### config.mk
export PLATFORM = sky130hd
export DESIGN_NAME = sa_result_drain
export DESIGN_NICKNAME = d
export VERILOG_FILES = /design/src/rtl/sa_result_drain.sv
export SDC_FILE = /design/constraint.sdc
export NUM_CORES = 2
export LEC_CHECK = 0
export CAP_MARGIN = 20
export CORE_MARGIN = 3
export CORE_UTILIZATION = 30
export CTS_CLUSTER_SIZE = 40
export DETAILED_ROUTE_END_ITERATION = 12
export GPL_TIMING_DRIVEN = 0
export SLEW_MARGIN = 20
export SYNTH_ARGS = -nofsm -noshare
export SYNTH_HDL_FRONTEND = slang
export SYNTH_SLANG_ARGS = --single-unit
### constraint.sdc
create_clock -name clk -period 11.6 [get_ports clk]
set_input_delay 3.48 -clock clk [delete_from_list [all_inputs] [get_ports clk]]
set_output_delay 3.48 -clock clk [all_outputs]
set_load 0.05 [all_outputs]
### src/rtl/sa_result_drain.sv
// Write-back drain for systolic-array result lines: buffers N-byte lines in a FIFO and
// serializes them into addressed 32-bit little-endian words on a valid/ready stream.
module sa_result_drain #(
  parameter int unsigned N     = 8,
  parameter int unsigned DEPTH = 16,
  parameter int unsigned AW    = 13
) (
  input  logic                     clk,
  input  logic                     rst_n,
  input  logic                     wen_n,
  input  logic [AW-1:0]            waddr,
  input  logic [N-1:0][7:0]        data_in,
  input  logic                     frame_done,
  input  logic [31:0]              base_addr,
  input  logic                     clear,
  output logic                     m_valid,
  input  logic                     m_ready,
  output logic [31:0]              m_addr,
  output logic [31:0]              m_data,
  output logic                     drain_done,
  output logic                     overflow,
  output logic [$clog2(DEPTH):0]   level
);

  localparam int unsigned W  = N / 4;
  localparam int unsigned PW = $clog2(DEPTH);
  localparam int unsigned LW = PW + 1;
  localparam int unsigned IW = (W > 1) ? $clog2(W) : 1;

  typedef struct packed {
    logic [31:0]      addr;
    logic [N*8-1:0]   data;
  } line_t;

  typedef enum logic {StIdle, StPend} state_e;

  line_t         mem [DEPTH];
  logic [PW-1:0] rd_q, rd_d, wr_q, wr_d;
  logic [LW-1:0] level_d;
  logic [IW-1:0] idx_q, idx_d;
  state_e        state_q, state_d;
  logic          valid_d, done_d, ovf_d;
  logic [31:0]   addr_d, data_d;
  logic          xfer, last, pop, full, push_req, push_ok;
  line_t         in_line, head;

  always_comb begin
    in_line.addr = base_addr + 32'(waddr) * 32'(N);
    in_line.data = data_in;

    xfer     = m_valid && m_ready;
    last     = (idx_q == IW'(W - 1));
    pop      = xfer && last;
    full     = (level == LW'(DEPTH));
    push_req = !wen_n && !clear;
    // A full FIFO still takes the line if the head retires on this same edge.
    push_ok  = push_req && (!full || pop);

    rd_d    = rd_q;
    wr_d    = wr_q;
    idx_d   = idx_q;
    level_d = level;
    state_d = state_q;
    ovf_d   = overflow;
    valid_d = m_valid;
    done_d  = 1'b0;
    addr_d  = m_addr;
    data_d  = m_data;
    head    = mem[rd_q];

    if (clear) begin
      rd_d    = '0;
      wr_d    = '0;
      idx_d   = '0;
      level_d = '0;
      state_d = StIdle;
      ovf_d   = 1'b0;
      valid_d = 1'b0;
    end else begin
      if (xfer) idx_d = last ? '0 : idx_q + 1'b1;
      if (pop) rd_d = rd_q + 1'b1;
      if (push_ok) wr_d = wr_q + 1'b1;
      level_d = level + LW'(push_ok) - LW'(pop);
      if (push_req && !push_ok) ovf_d = 1'b1;

      // Outputs are registered, so present the head of the post-edge FIFO; bypass the
      // incoming line when it lands straight at the head.
      head    = (push_ok && (rd_d == wr_q)) ? in_line : mem[rd_d];
      valid_d = (level_d != '0);
      if (valid_d) begin
        addr_d = head.addr + 32'(idx_d) * 32'd4;
        for (int k = 0; k < int'(W); k++) begin
          if (idx_d == IW'(k)) data_d = head.data[k*32 +: 32];
        end
      end

      if ((state_q == StPend || frame_done) && (level_d == '0)) begin
        state_d = StIdle;
        done_d  = 1'b1;
      end else if (frame_done) begin
        state_d = StPend;
      end
    end
  end

  always_ff @(posedge clk) begin
    if (push_ok) mem[wr_q] <= in_line;
  end

  always_ff @(posedge clk or negedge rst_n) begin
    if (!rst_n) begin
      rd_q       <= '0;
      wr_q       <= '0;
      idx_q      <= '0;
      level      <= '0;
      state_q    <= StIdle;
      overflow   <= 1'b0;
      m_valid    <= 1'b0;
      m_addr     <= '0;
      m_data     <= '0;
      drain_done <= 1'b0;
    end else begin
      rd_q       <= rd_d;
      wr_q       <= wr_d;
      idx_q      <= idx_d;
      level      <= level_d;
      state_q    <= state_d;
      overflow   <= ovf_d;
      m_valid    <= valid_d;
      m_addr     <= addr_d;
      m_data     <= data_d;
      drain_done <= done_d;
    end
  end

endmodule

==> impl_metrics.py <==
metrics = {
    "outcome": {
        "status": "finished clean",
    },
    "die": {
        "ioPinCount": 187,
        "start_util_pct": 30.34,
        "fp-row-count": 171,
        "dieArea_mm2": 0.2264,
        "coreArea_mm2": 0.2182,
        "die_w_um": 475.8,
        "fp.dieH_um": 475.8,
    },
    "timing": {
        "post-route-period-util_pct": 92.82,
        "slew_headroom_pct": 25.78,
        "min_period_ns": 10.77,
        "finalMaxSlewViolations": 0,
        "fin_ws_ns": 0.8327,
        "rsz0062_at_grt": "no",
        "setup-violations-final": 0,
        "tightest_slew_ns": 1.113,
        "tns_ns": 0,
        "finalHoldViolations": 0,
        "fmax_ghz": 0.09287,
        "fin_skew_ns": 0.03602,
    },
    "detailed_routing": {
        "drt-total-wl_um": 184900,
        "vias_per_cell": 5.243,
        "ant_nets": 0,
        "drt_iter0_markers": 4318,
        "dr.pass1.iters": 6,
        "post_drt_wl_per_cell_um": 26.52,
        "vias": 36560,
        "drc": 0,
    },
    "worst_hold_path": {
        "hold_path.class": "flip-flop to flip-flop",
    },
    "setup_path": {
        "critPathLaunchType": "input port",
        "cp_slowest_cell": "clkbuf_1",
        "path_cells": "clkdlybuf4s50_1 > and2_1 > ha_1 > buf_4 > nand4_4 > xnor2_4 > buf_6 > buf_2 > buf_2 > clkbuf_1 > clkbuf_1 > buf_1 > buf_1 > nand2_1 > nand3_1 > nand3_1 > nand2_1 > ha_1 > nor4b_2 > nand4_4 > or4b_1 > mux2i_1 > nor3_1",
        "cp_slowest_stage_delay_ns": 0.81,
        "path_max_fanout": 10,
        "crit_family": "buffers and inverters",
        "path_class": "input port to flip-flop",
        "required_ns": 12.29,
        "rrSetupSlack_ns": 3.40,
        "cp_num_buf_inv": 9,
        "critPathArrivalTime_ns": 11.46,
        "setup.worst_path.end_class": "flip-flop",
    },
    "grt": {
        "grt_pass1_wl_um": 265300,
        "grt_util_met2_pct": 25.07,
        "grt_usage_pct": 16.15,
        "overflow": 0,
        "grt_util_met3_pct": 3.628,
        "grt_max_degree": 49,
        "busiest_layer": "met2",
        "grt_pass1_vias": 36430,
        "antenna_found_initial": 32,
        "grt_use_met1_pct": 23.13,
    },
    "cts": {
        "cts_resized": 0,
        "cts_root_buf": "clkbuf_16",
        "cts_buffers": 154,
        "cts_hold_buf": 0,
        "cts.sinks": 1618,
        "cts_tree": "done",
        "clockBufferDepth": 3,
        "postCtsSetupBuffers": 0,
        "clkSlewWorstSetupHoldPaths_ns": 0.06,
        "htree_levels": 4,
        "clock_latency_ns": 0.80,
    },
    "yosys": {
        "synth_fa_ha_area_share_pct": 0.5707,
        "ys_seq_elements": 1618,
        "synthMuxAreaShare_pct": 16.42,
        "ys_types": 78,
        "async_flop_share_pct": 5.068,
        "synthSimpleGateAreaFrac_pct": 5.300,
        "synth_ff_type": "edfxtp_1",
        "netlist_area_mm2": 0.06622,
        "yosysWarnings": 0,
        "synth_xor_area_share_pct": 0.8427,
        "syn_avg_cell_area_um2": 18.84,
        "ys_seq_area_share_pct": 72.76,
        "synth_edf_count": 1536,
        "synth_compound_area_share_pct": 2.494,
        "synth_top_family_by_area": "multiplexers",
        "synthCells": 3515,
        "syn-num-nets": 3659,
    },
    "run": {
        "max_cap_violations": 0,
    },
    "placed_design": {
        "dpl.hpwl_um": 128200,
        "io_buffers": 185,
        "dp_slack_ns": 0.1001,
        "gp_congestion": 0.8250,
    },
    "layout": {
        "multiInputGateArea_mm2": 0.01724,
        "nets": 4125,
        "regArea_mm2": 0.04818,
        "utilization_pct": 36.30,
        "final_common_cell": "edfxtp_1",
        "drive_gt1_share_pct": 22.70,
        "final_cell_mix": "edfxtp_1, nand2_1, mux4_2, clkdlybuf4s50_1, clkbuf_16",
        "syn_to_final_growth_pct": 19.63,
        "fillerInstances": 20110,
    },
    "power_and_ir_drop": {
        "fin_total_pwr_uw": 14570,
        "ir_worst_vdd_mv": 0.1762,
        "powerDensity_mw_per_mm2": 184.0,
        "power.leakage_uw": 0.02595,
    },
}
state kept, by name (all words and copies together) (netlist names):
signal / cells
state_q: 1
wr_q: 4
rd_q: 4
overflow: 1
m_addr: 32
mem: 1536
drain_done: 1
level: 5
idx_q: 1
m_data: 32
m_valid: 1
worst reg2reg max path, stage by stage (launching register included):
cell	delay [ns]
dfrtp_1	0.53
and2_1	0.20
ha_1	0.20
buf_4	0.20
nand4_4	0.14
xnor2_4	0.27
buf_6	0.23
buf_2	0.45
buf_2	0.42
clkbuf_1	0.69
clkbuf_1	0.82
buf_1	0.80
buf_1	0.61
nand2_1	0.12
nand3_1	0.11
nand3_1	0.17
nand2_1	0.23
ha_1	0.21
nor4b_2	0.55
nand4_4	0.29
or4b_1	0.56
mux2i_1	0.14
nor3_1	0.19
layout make-up:
cell class                      count  share of cell area, %
Multi-Input combinational cell   1663                  21.76
Timing Repair Buffer              310                  5.350
Sequential cell                  1618                  60.82
Antenna cell                       10                0.03159
Tap cell                         2854                  4.508
Inverter                           29                 0.1374
Buffer                            205                  1.223
Clock buffer                      201                  5.255
Clock inverter                     84                 0.9177
worst paths after layout:
| check | startpoint | to | depth (start not counted) |
|---|---|---|---|
| min in group asynchronous | rst_n | m_data[20] | 1 |
| worst min-delay path | m_data[23] | m_data[23] | 2 |
| max in group asynchronous | rst_n | m_addr[13] | 2 |
| worst max-delay path | m_ready | m_addr[23] | 23 |
| worst max register to register | m_valid | m_addr[23] | 22 |
| worst min register to register | m_data[23] | m_data[23] | 2 |
layer usage:
metal	vias to the layer above	share of wire (%)
met3	266	9.1
met2	1605	46
met1	19490	43
met4	24	1.9
li1	15180	-
met5	-	0.090
logic make-up after synthesis:
group                    after synthesis
AND/OR/NAND/NOR                      774
flip-flops                          1618
multiplexers                         549
AO/OA/AOI/OAI                        252
buffers and inverters                234
XOR/XNOR                              59
adder cells (fa/ha/maj)               29
stage by stage:
| stage | hold WS (ns) | cells | area (um2) |
|---|---|---|---|
| 6_report | 0.4787 | 6974 | 79210 |
| 5_1_grt | 0.5067 | 6966 | 79190 |
| 4_1_cts | 0.4834 | 6964 | 79170 |
| 3_5_place_dp | 0.4627 | 6679 | 74280 |
| 3_3_place_gp | 0.4651 | 6554 | 71660 |
| 2_1_floorplan | 0.4765 | 3515 | 66240 |
cell usage after synthesis (all sizes together) (25+ instances only):
master | n | area, um2
clkbuf | 94 | 356.6
mux4 | 429 | 9662
xnor2 | 33 | 315.3
and3 | 74 | 462.9
xor2 | 25 | 219.0
nand2 | 472 | 1772
o21ai | 33 | 165.2
nor2 | 65 | 244.0
o22ai | 47 | 294.0
a21oi | 31 | 155.2
a31oi | 74 | 462.9
buf | 111 | 601.8
nand3 | 70 | 350.3
mux2i | 110 | 1101
ha | 27 | 337.8
dfrtp | 82 | 2052
inv | 29 | 108.9
edfxtp | 1536 | 46120
power by group:
group | switching [uW] | internal (uW)
Sequential | 118 | 6660
Clock | 2210 | 2730
Combinational | 1800 | 1050
(Power assumes the default switching activity.)
